## src/rtl/fsm_rd_pkg.sv

```systemverilog
// Shared types and constants for the axs_s0 read-side control FSM.
package fsm_rd_pkg;

  localparam int LEN_W_DEF = 8;

  localparam logic [1:0] RESP_OKAY   = 2'b00;
  localparam logic [1:0] RESP_SLVERR = 2'b10;

  typedef enum logic [1:0] {
    IDLE,
    FETCH,
    DATA,
    ERR
  } rdState_e;

endpackage

```

## src/rtl/fsm_rd_wait_tmr.sv

```systemverilog
// Saturating empty-FIFO wait counter; flags expiry one cycle before TIMEOUT_CYC waits elapse.
module fsm_rd_wait_tmr #(
  parameter int TIMEOUT_CYC = 1024,
  parameter int TMR_W       = 11
) (
  input  logic clock_clk,
  input  logic reset_reset,
  input  logic clr_i,
  input  logic inc_i,
  output logic expired_o
);

  // A zero timeout disables expiry entirely, so the compare value is irrelevant then.
  localparam logic [TMR_W-1:0] EXP_VAL = (TIMEOUT_CYC == 0) ? '0 : TMR_W'(TIMEOUT_CYC - 1);

  logic [TMR_W-1:0] count_q;
  logic [TMR_W-1:0] count_d;

  always_comb begin
    count_d = count_q;
    if (clr_i) begin
      count_d = '0;
    end else if (inc_i && (count_q != '1)) begin
      count_d = count_q + 1'b1;
    end
  end

  always_ff @(posedge clock_clk) begin
    if (reset_reset) begin
      count_q <= '0;
    end else begin
      count_q <= count_d;
    end
  end

  assign expired_o = (TIMEOUT_CYC != 0) && (count_q == EXP_VAL);

endmodule

```

## src/rtl/fsm_rd_0.sv

```systemverilog
// Read-side control FSM for AXI4 slave port axs_s0: AR accept, FIFO pops, R handshakes.
module fsm_rd_0
  import fsm_rd_pkg::*;
#(
  parameter int LEN_W       = LEN_W_DEF,
  parameter int TIMEOUT_CYC = 1024,
  parameter int TMR_W       = 11
) (
  input  logic             clock_clk,
  input  logic             reset_reset,
  input  logic             axs_s0_arvalid,
  output logic             axs_s0_arready,
  input  logic [LEN_W-1:0] axs_s0_arlen,
  output logic             axs_s0_rvalid,
  input  logic             axs_s0_rready,
  output logic             axs_s0_rlast,
  output logic [1:0]       axs_s0_rresp,
  input  logic             out_fifo_empty,
  output logic             out_fifo_pop,
  output logic             out_fifo_clr,
  output logic             arid_reg_ld,
  output logic             araddr_reg_ld,
  output logic             arsize_reg_ld,
  output logic             arburst_reg_ld,
  output logic             arid_reg_clr,
  output logic             araddr_reg_clr,
  output logic             arsize_reg_clr,
  output logic             arburst_reg_clr,
  output logic             rdata_reg_ld,
  output logic             rdata_reg_clr
);

  rdState_e         state_q, state_d;
  logic [LEN_W-1:0] beatCnt_q, beatCnt_d;
  logic             tmrClr, tmrInc, tmrExpired;
  logic             arLd, arClr;
  logic             lastBeat;

  assign lastBeat = (beatCnt_q == '0);

  fsm_rd_wait_tmr #(
    .TIMEOUT_CYC(TIMEOUT_CYC),
    .TMR_W      (TMR_W)
  ) u_wait_tmr (
    .clock_clk  (clock_clk),
    .reset_reset(reset_reset),
    .clr_i      (tmrClr),
    .inc_i      (tmrInc),
    .expired_o  (tmrExpired)
  );

  always_ff @(posedge clock_clk) begin
    if (reset_reset) begin
      state_q   <= IDLE;
      beatCnt_q <= '0;
    end else begin
      state_q   <= state_d;
      beatCnt_q <= beatCnt_d;
    end
  end

  always_comb begin
    state_d        = state_q;
    beatCnt_d      = beatCnt_q;
    tmrClr         = 1'b0;
    tmrInc         = 1'b0;
    axs_s0_arready = 1'b0;
    axs_s0_rvalid  = 1'b0;
    axs_s0_rlast   = 1'b0;
    axs_s0_rresp   = RESP_OKAY;
    out_fifo_pop   = 1'b0;
    out_fifo_clr   = 1'b0;
    rdata_reg_ld   = 1'b0;
    rdata_reg_clr  = 1'b0;
    arLd           = 1'b0;
    arClr          = 1'b0;

    case (state_q)
      IDLE: begin
        axs_s0_arready = 1'b1;
        if (axs_s0_arvalid) begin
          arLd      = 1'b1;
          beatCnt_d = axs_s0_arlen;
          tmrClr    = 1'b1;
          state_d   = FETCH;
        end
      end
      FETCH: begin
        if (!out_fifo_empty) begin
          out_fifo_pop = 1'b1;
          rdata_reg_ld = 1'b1;
          state_d      = DATA;
        end else begin
          tmrInc = 1'b1;
          if (tmrExpired) begin
            rdata_reg_clr = 1'b1;
            state_d       = ERR;
          end
        end
      end
      DATA: begin
        axs_s0_rvalid = 1'b1;
        axs_s0_rlast  = lastBeat;
        if (axs_s0_rready) begin
          if (lastBeat) begin
            state_d = IDLE;
          end else begin
            beatCnt_d = beatCnt_q - 1'b1;
            tmrClr    = 1'b1;
            // Next word already waiting: pop now so the following beat has no bubble.
            if (!out_fifo_empty) begin
              out_fifo_pop = 1'b1;
              rdata_reg_ld = 1'b1;
            end else begin
              state_d = FETCH;
            end
          end
        end
      end
      ERR: begin
        axs_s0_rvalid = 1'b1;
        axs_s0_rresp  = RESP_SLVERR;
        axs_s0_rlast  = lastBeat;
        rdata_reg_clr = 1'b1;
        if (axs_s0_rready) begin
          if (lastBeat) begin
            state_d = IDLE;
          end else begin
            beatCnt_d = beatCnt_q - 1'b1;
          end
        end
      end
      default: begin
        state_d = IDLE;
      end
    endcase

    // While reset is held every strobe is forced quiet except the clears.
    if (reset_reset) begin
      axs_s0_arready = 1'b0;
      axs_s0_rvalid  = 1'b0;
      axs_s0_rlast   = 1'b0;
      axs_s0_rresp   = RESP_OKAY;
      out_fifo_pop   = 1'b0;
      rdata_reg_ld   = 1'b0;
      arLd           = 1'b0;
      out_fifo_clr   = 1'b1;
      rdata_reg_clr  = 1'b1;
      arClr          = 1'b1;
    end
  end

  assign arid_reg_ld     = arLd;
  assign araddr_reg_ld   = arLd;
  assign arsize_reg_ld   = arLd;
  assign arburst_reg_ld  = arLd;
  assign arid_reg_clr    = arClr;
  assign araddr_reg_clr  = arClr;
  assign arsize_reg_clr  = arClr;
  assign arburst_reg_clr = arClr;

endmodule

```

## config.mk

```make
export PLATFORM = sky130hd
export DESIGN_NAME = fsm_rd_0
export DESIGN_NICKNAME = d
export VERILOG_FILES = /design/src/rtl/fsm_rd_pkg.sv /design/src/rtl/fsm_rd_wait_tmr.sv /design/src/rtl/fsm_rd_0.sv
export SDC_FILE = /design/constraint.sdc
export NUM_CORES = 1
export LEC_CHECK = 0
export ABC_AREA = 1
export ABC_CLOCK_PERIOD_IN_PS = 2000
export BUFFER_PORTS_ARGS = -buffer_cell sky130_fd_sc_hd__buf_2
export CAP_MARGIN = 25
export CORE_MARGIN = 2
export CORE_UTILIZATION = 45
export CTS_BUF_LIST = sky130_fd_sc_hd__clkbuf_4
export DETAILED_ROUTE_END_ITERATION = 8
export PLACE_DENSITY = 0.67
export SYNTH_ARGS = -nofsm -noshare
export SYNTH_HDL_FRONTEND = slang
export SYNTH_SLANG_ARGS = --single-unit
export TNS_END_PERCENT = 5
```

## constraint.sdc

```tcl
create_clock -name clock_clk -period 2 [get_ports clock_clk]
set_input_delay 0.3 -clock clock_clk [delete_from_list [all_inputs] [get_ports clock_clk]]
set_output_delay 0.3 -clock clock_clk [all_outputs]
set_load 0.01 [all_outputs]
```

==> summary.md, run 1 <==
| Metric | Value |
|---|---|
| Type of element capturing the critical path | `output pin` |
| Critical Path RT | `around 1.7 ns` |
| Worst Hold Launch | `axs_s0_arlen[3]` |
| FP Rows | `21` |
| Seq/Total Area, Yosys | `between 20 and 30%` |
| Critical path cell sequence | `ha_1 > inv_1 > nor2_4 > nand4_1 > nand3_1 > buf_2` |
| Result of the run | `complete, no violations` |
| Number of CTS-inserted buffers | `3` |
| Top routing layer in use | `met4` |
| Number of cells produced by synthesis | `roughly 240` |
| Net total in the final layout | `286` |
| Antenna violations before repair | `0` |
| Final count of hold timing violations | `0` |
| Drt pass-1 iters | `4` |
| Critical setup path kind | `reg2out` |
| Final core utilization | `between 50 and 60%` |
| Std-Cell Core Area | `~3300 sq um` |
| Area share of the largest cell type after synthesis | `between 20% and 30%` |
| Destination of the worst hold path | `beatCnt_q[3]$_SDFFE_PP0P_` |
| Vias after detailed routing | `roughly 1500` |
| Internal Dissipation | `just under 1 mW` |
| Async S/R FF share, synth | `0%` |
| Starting Density | `around 47%` |
| Element type at the critical path start | `flip-flop` |
| List of most frequent post-synthesis cells | `sky130_fd_sc_hd__nand2_1, sky130_fd_sc_hd__nor2_1, sky130_fd_sc_hd__inv_1` |
| Setup TNS after final layout | `0 ns` |
| Clock sink count | `21` |
| Antenna-violating nets left | `0` |
| Number of distinct library cell variants in the gate-level netlist after synthesis | `28` |
| Capturing point of the worst reg2reg path | `beatCnt_q[5]$_SDFFE_PP0P_` |
| Area growth syn-to-layout | `10.22%` |
| Weighted congestion reported at the end of routability-driven placement | `just over 0.8` |
| Clock Power Share | `about an eighth` |
| Most numerous cell in the Yosys netlist | `sky130_fd_sc_hd__nand2_1` |
| Largest incremental delay on the critical path | `between 0.4 and 0.5 ns` |
| Mapped cell area | `1568 sq um` |
| Routed WL | `3090 um` |
| Number of global-route vias before repair | `roughly 1300` |
| Avg WL per Cell | `between 9 and 10 um` |
| Unrepaired setup endpoints after global routing | `false` |
| Antenna diode instance count | `0` |
| Final worst clock skew | `roughly 0.0031 ns` |
| Detailed Place HPWL | `2417 um` |
| Power density of the placed cells | `~1100 nW/um^2` |
| Switch Pwr | `approximately 910 uW` |
| Number of ports placed on the die boundary | `30` |
| Signal arrival time at the worst endpoint | `roughly 1.6 ns` |
| Met1 Routed Length | `roughly 1600 um` |
| Die area | `3972 sq um` |
| Worst setup slack for register-to-register paths | `around 0.34 ns` |
| Clock transition at path regs | `0.12 ns` |
| Sw frac | `between 40 and 50%` |
| Port-buffer cells | `28` |
| Pin count of the biggest net entering global routing | `16` |
| Worst-skew pair later-pin latency | `about 0.3 ns` |
| Syn_nets | `265` |
| Horizontal die dimension | `63.03 um` |
| Layout cell share with drive strength beyond 1 | `a little under a quarter` |
| Via density per instance | `roughly 4.7` |
| TritonCTS clock tree | `done` |
| Worst vdd rail ir drop | `658.4 uV` |
| Count of state elements after synthesis | `21` |
| Total of warnings raised by yosys | `0` |
| # Max-Cap Violations | `0` |
| Standard cell with the maximum stage delay on the critical path | `sky130_fd_sc_hd__dfxtp_1` |
| Maximum clock frequency | `535.0 MHz` |
| Power share of the sequential group | `between 30% and 40%` |
| Final Cycle Share | `a little over 90%` |
| Top post-synthesis cells by area | `sky130_fd_sc_hd__dfxtp_1, sky130_fd_sc_hd__nand2_1, sky130_fd_sc_hd__nor2_1` |
| DRT iter0 DRCs | `40` |
| Overflow left after global routing | `0` |
| Cell depth of the worst flop-to-flop path | `11` |
| Startpoint of the most critical register-to-register path | `state_q[0]$_SDFFE_PP0P_` |
| Post-synthesis average cell area | `roughly 6.4 sq um` |
| Fin crit period | `about 1.9 ns` |
| Die Height | `63.03 um` |
| Logic gate share of total power | `57.4%` |
| Post-CTS Hold Fix Bufs | `0` |
| Highest fanout seen on the critical path | `6` |
| Clock root buffer master | `sky130_fd_sc_hd__clkbuf_4` |
| Wire length of the first global-routing pass | `roughly 5400 um` |
| Min-Delay Path Depth | `5` |
| Cell taking the most area after synthesis | `sky130_fd_sc_hd__dfxtp_1` |
| Level count of the clock H-tree | `1` |
| Number of slew-limit violations in the final report | `0` |
| Wire length on met3 | `about 120 um` |
| Class of the most critical hold timing path | `in2reg` |
| Bufs on Longest Clock Path | `2` |
| DR DRC count | `0` |
| Met2 WL post-DR | `roughly 1400 um` |
| Predominant post-synthesis flop cell | `sky130_fd_sc_hd__dfxtp_1` |
| Final setup violation count | `0` |
| Static Leakage | `0.8119 nW` |
| Number of flops mapped to enable cells by yosys | `0` |
| Combined global-route utilization of all metal layers | `16.29%` |
power by group through the flow:
stage          sequential [mW]  clock [mW]  combinational (mW)
5_1_grt                  0.591       0.249                1.25
4_1_cts                  0.571       0.235                1.07
2_1_floorplan            0.564           0               0.902
3_5_place_dp             0.580           0                1.05
3_3_place_gp             0.581           0                1.05
6_report                 0.578       0.225                1.08
final cells by class:
| cell class | instances | area [sq um] |
|---|---|---|
| Tap cell | 46 | 57.56 |
| Sequential cell | 21 | 422.9 |
| Inverter | 33 | 123.9 |
| Fill cell | 355 | 1609 |
| Multi-Input combinational cell | 176 | 938.4 |
| Clock buffer | 4 | 30.03 |
| Timing Repair Buffer | 30 | 155.1 |
worst max-delay path, delay by kind of cell, from the launching register on:
kind	cells	cell delay (ns)
adder cells (fa/ha/maj)	1	0.21
buffers and inverters	2	0.21
flip-flops	1	0.43
AND/OR/NAND/NOR	3	0.40
worst max path at each step:
stage,start,endpoint,depth (start not counted)
after floorplan,beatCnt_q[0]$_SDFFE_PP0P_,rdata_reg_ld,8
after global placement,state_q[0]$_SDFFE_PP0P_,beatCnt_q[5]$_SDFFE_PP0P_,12
after detailed placement,state_q[0]$_SDFFE_PP0P_,beatCnt_q[5]$_SDFFE_PP0P_,12
after CTS,beatCnt_q[0]$_SDFFE_PP0P_,out_fifo_pop,8
after global routing,u_wait_tmr.count_q[0]$_SDFFE_PP0P_,rdata_reg_clr,6
final,u_wait_tmr.count_q[0]$_SDFFE_PP0P_,rdata_reg_clr,6
metal layers:
metal | GRT usage, % | vias to the layer above
met5 | 0 | -
met3 | 3.784 | 2
met2 | 28.19 | 29
met1 | 20.53 | 650
met4 | 3.333 | 0
li1 | - | 789
registers in the layout, indices dropped and copies added, names as in the netlist:
name and cells:
beatCnt_q 8, state_q 2, u_wait_tmr.count_q 11
layout by cell type (no fill, tap or decap), drive strengths merged:
cell type   n
a21oi      17
buf        30
clkbuf      4
conb        1
dfxtp      21
ha          8
inv        33
nand2      66
nand3      17
nand3b      1
nand4       2
nor2       39
nor3        5
nor3b       1
o21ai      14
or2         1
xnor2       1
xor2        3
cells by family after synthesis:
logic type	count (synthesis)	synth area share, %
other	1	0.2392
AND/OR/NAND/NOR	132	39.74
AO/OA/AOI/OAI	31	9.896
buffers and inverters	47	14.68
flip-flops	21	26.82
XOR/XNOR	4	2.235
adder cells (fa/ha/maj)	8	6.385
metrics by stage:
step / instance area, sq um / cells / worst slack, ns / hold WS [ns] / power, mW
4_1_cts: 1707 / 310 / 0.01094 / 0.3241 / 1.871
5_1_grt: 1728 / 310 / 0.004889 / 0.3555 / 2.086
6_report: 1728 / 310 / 0.1309 / 0.3281 / 1.884
3_5_place_dp: 1674 / 306 / 0.2934 / 0.4772 / 1.635
2_1_floorplan: 1568 / 244 / 0.2994 / 0.4510 / 1.466
3_3_place_gp: 1674 / 306 / 0.3328 / 0.4670 / 1.632
repair_timing:
| item | 4_1_cts | 5_1_grt |
|---|---|---|
| resized for setup | 1 | 7 |
| buffers inserted | 0 | 0 |
| endpoints found under the setup margin | 2 | 4 |
No activity file was read; power rests on OpenSTA's default activity.
==> run 2, diff against run 1 <==
Settings changed: CORE_ASPECT_RATIO set to 0.7.
==> summary.md, run 2 (same netlist as run 1, synthesis figures left out) <==
| Metric | Value |
|---|---|
| Result of the run | `complete, no violations (unchanged)` |
| Clock Power Share | `11.3% (was 11.9%)` |
| Antenna-violating nets left | `0 (unchanged)` |
| Antenna violations before repair | `0 (unchanged)` |
| Wire length of the first global-routing pass | `5368 um (was 5375 um)` |
| DRT iter0 DRCs | `71 (was 40)` |
| Antenna diode instance count | `0 (unchanged)` |
| Std-Cell Core Area | `3233 sq um (was 3337 sq um)` |
| Overflow left after global routing | `0 (unchanged)` |
| Number of ports placed on the die boundary | `30 (unchanged)` |
| Worst-skew pair later-pin latency | `0.32 ns (was 0.30 ns)` |
| Number of global-route vias before repair | `1200 (was 1309)` |
| Post-CTS Hold Fix Bufs | `0 (unchanged)` |
| Type of element capturing the critical path | `output pin (unchanged)` |
| Most common library cell in the layout ignoring fill and taps | `sky130_fd_sc_hd__nand2_1 (unchanged)` |
| # Max-Cap Violations | `0 (unchanged)` |
| Number of slew-limit violations in the final report | `0 (unchanged)` |
| Pin count of the biggest net entering global routing | `17 (was 16)` |
| Max FFs per register | `11 (unchanged)` |
| Switch Pwr | `931.8 uW (was 912.7 uW)` |
| Power share of the sequential group | `30.9% (was 30.7%)` |
| Class of the most critical hold timing path | `in2reg (unchanged)` |
| Critical setup path kind | `reg2out (unchanged)` |
| Clock transition at path regs | `0.13 ns (was 0.12 ns)` |
| Level count of the clock H-tree | `1 (unchanged)` |
| Die area | `3980 sq um (was 3972 sq um)` |
| Register ranked first by flip-flop count | `u_wait_tmr.count_q (unchanged)` |
| Bufs on Longest Clock Path | `2 (unchanged)` |
| Net total in the final layout | `286 (unchanged)` |
| Most frequent cells in the layout | `sky130_fd_sc_hd__nand2_1, sky130_fd_sc_hd__nor2_1, sky130_fd_sc_hd__inv_1, sky130_fd_sc_hd__buf_2, sky130_fd_sc_hd__dfxtp_1 (was sky130_fd_sc_hd__nand2_1, sky130_fd_sc_hd__nor2_1, sky130_fd_sc_hd__inv_1)` |
| Weighted congestion reported at the end of routability-driven placement | `0.8636 (was 0.8163)` |
| Sw frac | `49.26% (was 48.44%)` |
| Number of CTS-inserted buffers | `3 (unchanged)` |
| Final worst clock skew | `0.01144 ns (was 0.003111 ns)` |
| Highest fanout seen on the critical path | `4 (was 6)` |
| Worst setup slack for register-to-register paths | `0.33 ns (was 0.34 ns)` |
| Die Height | `53.39 um (was 63.03 um)` |
| Final count of hold timing violations | `0 (unchanged)` |
| Vias after detailed routing | `1430 (was 1470)` |
| Power density of the placed cells | `1092 nW/um^2 (was 1090 nW/um^2)` |
| Hold Worst Slack | `0.3183 ns (was 0.3281 ns)` |
| Clock root buffer master | `sky130_fd_sc_hd__clkbuf_4 (unchanged)` |
| Final setup violation count | `0 (unchanged)` |
| Routed WL | `3142 um (was 3090 um)` |
| Layout cell share with drive strength beyond 1 | `24.62% (was 23.48%)` |
| Element type at the critical path start | `flip-flop (unchanged)` |
| Final Cycle Share | `95.38% (was 93.46%)` |
| Maximum clock frequency | `524.2 MHz (was 535.0 MHz)` |
| Logic gate share of total power | `57.9% (was 57.4%)` |
| Port-buffer cells | `28 (unchanged)` |
| Via density per instance | `4.598 (was 4.742)` |
| Starting Density | `48.49% (was 46.98%)` |
| Clock sink count | `21 (unchanged)` |
| Combined global-route utilization of all metal layers | `17.81% (was 16.29%)` |
| Signal arrival time at the worst endpoint | `1.61 ns (was 1.57 ns)` |
| FP Rows | `17 (was 21)` |
| Fin crit period | `1.908 ns (was 1.869 ns)` |
| Horizontal die dimension | `74.55 um (was 63.03 um)` |
| Internal Dissipation | `959.9 uW (was 971.5 uW)` |
| Final core utilization | `53.56% (was 51.78%)` |
| Largest regs | `u_wait_tmr.count_q x11, beatCnt_q x8, state_q x2 (unchanged)` |
| Avg WL per Cell | `10.10 um (was 9.968 um)` |
| Drt pass-1 iters | `4 (unchanged)` |
| DR DRC count | `0 (unchanged)` |
| Static Leakage | `0.8116 nW (was 0.8119 nW)` |
| Critical Path RT | `1.70 ns (about the same)` |
| Postcts setup bufs | `0 (unchanged)` |
| Worst vdd rail ir drop | `611.4 uV (was 658.4 uV)` |
| Detailed Place HPWL | `2477 um (was 2417 um)` |
| TritonCTS clock tree | `done (unchanged)` |
| Area growth syn-to-layout | `10.45% (was 10.22%)` |
-- run 2: cell types whose count changed in the layout (fill, tap and decap cells not counted) --
cell / delta
sky130_fd_sc_hd__clkbuf_4: -1
sky130_fd_sc_hd__clkinv_2: +1
sky130_fd_sc_hd__dfxtp_1: -2
sky130_fd_sc_hd__dfxtp_2: +1
sky130_fd_sc_hd__dfxtp_4: +1
sky130_fd_sc_hd__inv_1: -1
sky130_fd_sc_hd__inv_2: +1
-- run 2: layout make-up --
class,count,area (sq um)
multi-input cells,176,938.4
clock inverters,1,5.005
clock buffers,3,22.52
fillers,342,1501
repair buffers,30,155.1
inverters,33,123.9
flip-flops and latches,21,427.9
well taps,47,58.81
-- run 2: through the flow --
step                 TNS [ns]  total power, mW  setup slack (ns)  cell area [sq um]  std cells
floorplan                   0            1.466            0.2994               1568        244
global placement            0            1.652            0.3035               1675        307
detailed placement          0            1.645            0.3139               1675        307
CTS                         0            1.881           0.02601               1708        311
global route        -0.002118            2.107         -0.001538               1732        311
finish                      0            1.892           0.09243               1732        311
-- run 2: final timing paths --
kind                                                           from                                  end  cells after the start
worst max-delay path                        state_q[1]$_SDFFE_PP0P_                        rdata_reg_clr                      7
worst min-delay path                                    reset_reset            beatCnt_q[2]$_SDFFE_PP0P_                      2
worst max register to register              state_q[1]$_SDFFE_PP0P_            beatCnt_q[5]$_SDFFE_PP0P_                     11
worst min register to register  u_wait_tmr.count_q[10]$_SDFFE_PP0P_  u_wait_tmr.count_q[10]$_SDFFE_PP0P_                      2
-- run 2: what timing repair did --
| item | 4_1_cts | 5_1_grt |
|---|---|---|
| setup endpoints to repair | 2 | 5 |
| pin swaps | 0 | 0 |
| resized for setup | 2 | 10 |
| hold endpoints to repair | 0 | 0 |
-- run 2: per-layer routing --
| metal | global-route usage, % | vias to the layer above | part of all wire [%] |
|---|---|---|---|
| met5 | 0 | - | 0 |
| met4 | 5.357 | 0 | 1.3 |
| met3 | 4.190 | 4 | 4.8 |
| met2 | 23.60 | 33 | 34 |
| met1 | 27.50 | 603 | 60 |
| li1 | - | 790 | - |
-- run 2: power groups by stage --
stage	logic (mW)	registers (mW)	clock network (mW)
global placement	1.07	0.581	0
floorplan	0.902	0.564	0
global route	1.26	0.598	0.251
finish	1.09	0.584	0.214
CTS	1.08	0.573	0.228
detailed placement	1.06	0.583	0
-- run 2: critical path, stage by stage, from the launching register on --
cell and delay [ns]:
sky130_fd_sc_hd__dfxtp_1 0.44, sky130_fd_sc_hd__inv_1 0.12, sky130_fd_sc_hd__ha_1 0.21, sky130_fd_sc_hd__nand2_1 0.08, sky130_fd_sc_hd__inv_1 0.09, sky130_fd_sc_hd__nand4_1 0.12, sky130_fd_sc_hd__nand3_1 0.09, sky130_fd_sc_hd__buf_2 0.15
